[src/rtl/output_display_unit.sv]
// OUT-port display driver: captures a 16-bit value, converts it to BCD with a
// sequential double-dabble engine and drives four active-low 7-segment digits.
// Optional build macro: OUTDISP_SIGNED_EN (two's-complement input with minus sign).
module output_display_unit (
    input  logic        CLK,
    input  logic        Reset,
    input  logic        OutWrite,
    input  logic [15:0] OutData,
    output logic        Busy,
    output logic [6:0]  Display4,
    output logic [6:0]  Display3,
    output logic [6:0]  Display2,
    output logic [6:0]  Display1
);

    typedef enum logic [1:0] {
        S_IDLE    = 2'd0,
        S_CONVERT = 2'd1,
        S_LOAD    = 2'd2
    } state_t;

    localparam logic [6:0] SEG_ZERO  = 7'b1000000;
    localparam logic [6:0] SEG_E     = 7'b0000110;
    localparam logic [6:0] SEG_MINUS = 7'b0111111;

    state_t      r_state;
    state_t      w_next_state;
    logic        w_start;
    logic        r_busy;
    logic [15:0] r_bin;
    logic [19:0] r_bcd;
    logic [3:0]  r_step;
    logic        r_neg;
    logic        r_pend_valid;
    logic [15:0] r_pend_data;
    logic [6:0]  r_disp4, r_disp3, r_disp2, r_disp1;
    logic [15:0] w_cap_data;
    logic [15:0] w_cap_mag;
    logic        w_cap_neg;
    logic [18:0] w_bcd_adj;
    logic        w_ovf;
    logic [6:0]  w_seg4, w_seg3, w_seg2, w_seg1;

    function automatic logic [6:0] seg7(input logic [3:0] digit);
        case (digit)
            4'd0:    seg7 = 7'b1000000;
            4'd1:    seg7 = 7'b1111001;
            4'd2:    seg7 = 7'b0100100;
            4'd3:    seg7 = 7'b0110000;
            4'd4:    seg7 = 7'b0011001;
            4'd5:    seg7 = 7'b0010010;
            4'd6:    seg7 = 7'b0000010;
            4'd7:    seg7 = 7'b1111000;
            4'd8:    seg7 = 7'b0000000;
            4'd9:    seg7 = 7'b0010000;
            default: seg7 = 7'b0000110;
        endcase
    endfunction

    function automatic logic [3:0] add3(input logic [3:0] digit);
        add3 = (digit >= 4'd5) ? (digit + 4'd3) : digit;
    endfunction

    // A new conversion takes a pending value in LOAD unless a fresh write arrives on that edge
    always_comb begin
        if ((r_state == S_LOAD) && !OutWrite) begin
            w_cap_data = r_pend_data;
        end else begin
            w_cap_data = OutData;
        end
`ifdef OUTDISP_SIGNED_EN
        w_cap_neg = w_cap_data[15];
        if (w_cap_data[15]) begin
            w_cap_mag = 16'(17'd0 - {w_cap_data[15], w_cap_data});
        end else begin
            w_cap_mag = w_cap_data;
        end
`else
        w_cap_neg = 1'b0;
        w_cap_mag = w_cap_data;
`endif
    end

    // Top digit stays below 5 until after the final shift, so it is never adjusted
    always_comb begin
        w_bcd_adj = {r_bcd[18:16], add3(r_bcd[15:12]), add3(r_bcd[11:8]),
                     add3(r_bcd[7:4]), add3(r_bcd[3:0])};
    end

    // Next-state logic and conversion start decision
    always_comb begin
        w_next_state = r_state;
        w_start      = 1'b0;
        case (r_state)
            S_IDLE: begin
                if (OutWrite) begin
                    w_start      = 1'b1;
                    w_next_state = S_CONVERT;
                end else begin
                    w_next_state = S_IDLE;
                end
            end
            S_CONVERT: begin
                if (r_step == 4'd15) begin
                    w_next_state = S_LOAD;
                end else begin
                    w_next_state = S_CONVERT;
                end
            end
            S_LOAD: begin
                if (OutWrite || r_pend_valid) begin
                    w_start      = 1'b1;
                    w_next_state = S_CONVERT;
                end else begin
                    w_next_state = S_IDLE;
                end
            end
            default: begin
                w_next_state = S_IDLE;
            end
        endcase
    end

    // Segment patterns for the finished conversion result
    always_comb begin
        if (r_neg) begin
            w_ovf = (r_bcd[19:12] != 8'd0);
        end else begin
            w_ovf = (r_bcd[19:16] != 4'd0);
        end
        if (w_ovf) begin
            w_seg4 = SEG_E;
            w_seg3 = SEG_E;
            w_seg2 = SEG_E;
            w_seg1 = SEG_E;
        end else if (r_neg) begin
            w_seg4 = SEG_MINUS;
            w_seg3 = seg7(r_bcd[11:8]);
            w_seg2 = seg7(r_bcd[7:4]);
            w_seg1 = seg7(r_bcd[3:0]);
        end else begin
            w_seg4 = seg7(r_bcd[15:12]);
            w_seg3 = seg7(r_bcd[11:8]);
            w_seg2 = seg7(r_bcd[7:4]);
            w_seg1 = seg7(r_bcd[3:0]);
        end
    end

    // State, conversion datapath, pending slot and display registers
    always_ff @(posedge CLK) begin
        if (Reset) begin
            r_state      <= S_IDLE;
            r_busy       <= 1'b0;
            r_bin        <= 16'd0;
            r_bcd        <= 20'd0;
            r_step       <= 4'd0;
            r_neg        <= 1'b0;
            r_pend_valid <= 1'b0;
            r_pend_data  <= 16'd0;
            r_disp4      <= SEG_ZERO;
            r_disp3      <= SEG_ZERO;
            r_disp2      <= SEG_ZERO;
            r_disp1      <= SEG_ZERO;
        end else begin
            r_state <= w_next_state;
            r_busy  <= (w_next_state != S_IDLE);
            if (w_start) begin
                r_bin  <= w_cap_mag;
                r_neg  <= w_cap_neg;
                r_bcd  <= 20'd0;
                r_step <= 4'd0;
            end else if (r_state == S_CONVERT) begin
                r_bcd  <= {w_bcd_adj, r_bin[15]};
                r_bin  <= {r_bin[14:0], 1'b0};
                r_step <= r_step + 4'd1;
            end
            if ((r_state == S_CONVERT) && OutWrite) begin
                r_pend_valid <= 1'b1;
                r_pend_data  <= OutData;
            end else if (r_state == S_LOAD) begin
                r_pend_valid <= 1'b0;
            end
            if (r_state == S_LOAD) begin
                r_disp4 <= w_seg4;
                r_disp3 <= w_seg3;
                r_disp2 <= w_seg2;
                r_disp1 <= w_seg1;
            end
        end
    end

    assign Busy     = r_busy;
    assign Display4 = r_disp4;
    assign Display3 = r_disp3;
    assign Display2 = r_disp2;
    assign Display1 = r_disp1;

endmodule
[config.mk]
export PLATFORM = sky130hd
export DESIGN_NAME = output_display_unit
export DESIGN_NICKNAME = d
export VERILOG_FILES = /design/src/rtl/output_display_unit.sv
export SDC_FILE = /design/constraint.sdc
export NUM_CORES = 1
export LEC_CHECK = 0
export CAP_MARGIN = 0
export CORE_ASPECT_RATIO = 1.4
export CORE_MARGIN = 1
export CORE_UTILIZATION = 48
export CTS_BUF_LIST = sky130_fd_sc_hd__clkbuf_4 sky130_fd_sc_hd__clkbuf_8
export CTS_CLUSTER_SIZE = 8
export DETAILED_ROUTE_END_ITERATION = 12
export PLACE_DENSITY = 0.68
export SLEW_MARGIN = 20
export SYNTH_ARGS = -nofsm -noshare
export SYNTH_HDL_FRONTEND = slang
export SYNTH_SLANG_ARGS = --single-unit
[constraint.sdc]
create_clock -name CLK -period 4.25 [get_ports CLK]
set_clock_uncertainty 0.1 [all_clocks]
set_input_delay 0.85 -clock CLK [delete_from_list [all_inputs] [get_ports CLK]]
set_output_delay 0.85 -clock CLK [all_outputs]
set_load 0.01 [all_outputs]
# [Word level (Yosys, flattened, before mapping)]
# Memories as Yosys holds them, arrays and structs flattened. A register that Yosys moved wholly into a read port is not among the register bits.
# Cells that the tools add are included.
[word_totals] mem_count=4 regBits=88 mem_bits_ro=448 output_inout_bits=29 word_cells=65 inputBits=19
[op_classes] n_eq_ne=3 muxes=28 addsub=5 magnitude_cmp=4 reduce_logical=10
[memory_table] memory="(name not given)" words=16 width=7 read_ports=1 rd_ports_with_merged_regs=1 wr=0 line="45" rtl="case (digit)"
[memory_table] memory="(name not given)" words=16 width=7 read_ports=1 rd_ports_with_merged_regs=1 wr=0 line="45"
[memory_table] memory="(name not given)" words=16 width=7 read_ports=1 rd_ports_with_merged_regs=1 wr=0 line="45"
[memory_table] memory="(name not given)" words=16 width=7 read_ports=1 rd_ports_with_merged_regs=1 wr=0 line="45"
[ops] cell="two-way mux 16 bit" count=3
[ops] cell="two-way mux 4 bit" count=12
[ops] cell="two-way mux 7 bit" count=4
[ops] cell="adder 4 x 2 -> 4 bit, second input constant" count=4
[ops] cell="greater-or-equal comparator 4 x 3 -> 1 bit, second input constant" count=4
[ops] cell="two-way mux 1 bit" count=6
[ops] cell="case mux 2 bit (3 select lines)" count=1
[ops] cell="nonzero test 2 bit" count=3
[ops] cell="adder 4 x 1 -> 4 bit, second input constant" count=1
[ops] cell="== test 4 bit, second input constant" count=1
[ops] cell="nonzero test 4 bit" count=1
[ops] cell="== test 2 x 1 -> 1 bit, second input constant" count=1
[ops] cell="== test 2 bit, second input constant" count=1
[ops] cell="logical AND 1 bit" count=2
[ops] cell="logical NOT 2 bit" count=1
[ops] cell="two-way mux 2 bit" count=1
[ops] cell="case mux 1 bit (2 select lines)" count=1
[ops] cell="OR reduction 2 bit" count=1
[ops] cell="logical NOT 1 bit" count=1
[ops] cell="logical OR 1 bit" count=1

# [Longest topological paths before layout]
[logic_depth] ltp_word=5 depth_mapped=11 ltp_nobuf=11

# [Worst setup path before layout]
# Ideal clock, no wire load.
[synth_path] path_kind="input port to flip-flop" start="in OutWrite" end="reg (tool-made name)" arrival_time_ns=2.694 required_time_ns=4.080 slack_ns=1.386 path_stages=9 cell_sequence="clkbuf_1 a21oi_2 o21bai_4 buf_2 a311oi_2 inv_1 ha_1 or3_1 a21oi_1"
[synth_lines] item="from (decl)" line="7" rtl="input logic OutWrite,"

==> results.toml <==
[grt]
grtUsageTotal_pct = 21.9
antenna_found_initial = 0
grtUsageMet2_pct = 41.4
top_usage_layer = "met2"
grt_overflow = 0
grt_pass1_vias = 4400
met1_usage_pct = 22.4
grt_pass1_wl_um = 20200
globalRouteMet3Util_pct = 5.18
grt_max_degree = 64

[hold_path]
hp-class = "reg2reg"

[setup_path]
crit_slowest_cell = "dfxtp_1"
cp_data_required_time_ns = 4.51
critPathLaunchType = "flip-flop"
critPathKind = "reg2reg"
cp_data_arrival_time_ns = 3.42
cp_slowest_stage_delay_ns = 0.69
endpoint_kind = "flip-flop"
cp_max_fo = 47
path_cells = "nand2b_4, o311ai_0, and2_1, inv_1, ha_1, or3_1, a21oi_1"

[die]
dieWidth_um = 91.4
dieArea_sq_um = 11600
pin_count = 48
start_util_pct = 49.4
die_y_um = 127
num_rows = 45
core-area_sq_um = 10900

[drt]
drt.antenna.violating_nets = 0
routed_via_density = 5.72
post_drt_wl_per_cell_um = 15.6
first_iter_violations = 221
vias = 4538
routed_wl_um = 12400
route.detailed.drc = 0
dr.pass1.iters = 5

[pwr]
p_comb_share_pct = 8.2
switching_share_pct = 24.6
p_sw_w = 0.000589
p_per_area_nw_per_um2 = 382
clockPowerShare_pct = 43.7
ir_drop_mv = 0.246
p_int_w = 0.00180
seq_power_share_pct = 48.1
p_leak_nw = 2.28

[clock_network]
clk_pin_slew_ns = 0.07
post-cts-setup-buffer-count = 0
cts-root-buf = "clkbuf_8"
insertion_delay_ns = 0.43
post_cts_resized = 0
cts-buffers-inserted = 17
cts_tree = "done"
h-tree-depth = 4
clock_sinks = 116
cts_buffer_depth = 2
hold_buffers = 0

[sta]
final.period_utilization_pct = 74.4
worst_slack_ns = 1.09
tns_ns = 0
max_slew_margin_pct = 42.5
slew_viol_final = 0
tightest_slew_ns = 0.860
finalSetupViolations = 0
rsz0062_at_grt = "false"
fmax_mhz = 316
hold_ws_ns = 0.353
fin_crit_ns = 3.16
hold_viol_final = 0

[placement]
place.gp.congestion = 0.873
pre_cts_ws_ns = 0.810
dp_hpwl_um = 8280
io_buffer_count = 47

[run]
cap_viol_max_count = 0

[synth]
netlist_instances = 609
synth_area_sq_um = 5370
synthFlopType = "dfxtp_1"
synthArstFlopShare_pct = 0
yosys_warnings = 0
syn_nets = 655
synth_edf_count = 0
syn_area_per_cell_sq_um = 8.81
ys_ff_latch = 116
synthTopCellsByArea = "dfxtp_1 (43%), ha_1 (6.3%), nand2_1 (5.8%)"
seq_area_frac_synth_pct = 43.3
synth_top_cell_area_share_pct = 43.3
synth_cell_types = 68
yosysTopAreaCell = "dfxtp_1"

[status]
status = "completed"

[finish]
synthToLayoutAreaGrowth_pct = 16.6
final_nets = 685
final_common_cell = "dfxtp_1"
layout_common_cells = "dfxtp_1 (116), nand2_1 (83), nor2_1 (48), clkdlybuf4s50_1 (46), a21oi_1 (42)"
antenna_cells = 0
drive_gt1_share_pct = 10.3
cell families after synthesis:
family / Yosys count / synth area share [%]
muxes: 3 / 0.560
DFF: 116 / 43.3
adders and majority gates: 27 / 6.30
AOI/OAI and AO/OA: 185 / 25.5
buffers and inverters: 70 / 6.02
xor gates and xnor gates: 3 / 0.490
and+or+nand+nor: 205 / 17.9
per-stage QoR:
stage | cells | total power [W] | instance area (sq um) | utilization (%)
after floorplan | 609 | 0.00132 | 5370 | -
after global placement | 761 | 0.00136 | 5850 | 53.8
after detailed placement | 761 | 0.00137 | 5850 | 53.8
after CTS | 793 | 0.00242 | 6260 | 57.6
after global routing | 793 | 0.00249 | 6260 | 57.6
final | 793 | 0.00239 | 6260 | 57.6
worst max-delay path: cells and delay by family, from the launching register on:
kind | cells | cell delay [ns]
AO/OA/AOI/OAI | 2 | 0.80
adder cells (fa/ha/maj) | 1 | 0.29
buffers and inverters | 1 | 0.11
flip-flops | 1 | 0.69
AND/OR/NAND/NOR | 3 | 1.09
power groups by stage:
stage                     Combinational (W)  Clock, W  Sequential [W]
after floorplan                    0.000153         0         0.00116
after global placement             0.000191         0         0.00117
after detailed placement           0.000196         0         0.00117
after CTS                          0.000197   0.00107         0.00115
after global routing               0.000220   0.00112         0.00115
final                              0.000197   0.00104         0.00115
metal layers:
layer | wire length, um | up-vias
met4 | 330 | 0
met2 | 6660 | 94
met3 | 482 | 24
met5 | 0 | -
met1 | 4890 | 2183
li1 | - | 2237
path summary, 6_finish.rpt:
path,startpoint,endpoint,slack (ns),depth (start not counted)
max reg2reg,r_state[0],flip-flop,1.09,7
min reg2reg,flip-flop,Display1[6],0.35,1
max,r_state[0],flip-flop,1.09,7
min,flip-flop,Display1[6],0.35,1
area by class of cell:
class                           count  area [sq um]
Fill cell                         998          4610
Multi-Input combinational cell    423          2720
Clock buffer                       19           255
Sequential cell                   116          2320
Inverter                           26          97.6
Tap cell                          141           176
Timing Repair Buffer               55           526
Clock inverter                     13           159
synthesized netlist by cell type (all sizes together), types with 2 or more instances:
master / count
a2111o: 5
a211o: 2
a211oi: 23
a21o: 3
a21oi: 46
a221o: 5
a22oi: 17
a311oi: 22
and2: 22
buf: 24
clkbuf: 20
dfxtp: 116
ha: 27
inv: 26
mux2i: 3
nand2: 83
nand2b: 8
nand3: 10
nand4: 4
nor2: 50
nor2b: 2
nor3: 12
nor4bb: 3
o2111ai: 2
o211ai: 4
o21ai: 32
o21bai: 2
o22ai: 3
o311ai: 3
o31ai: 4
or2: 3
or3: 4
xor2: 2
No activity file was read; power rests on OpenSTA's default activity.
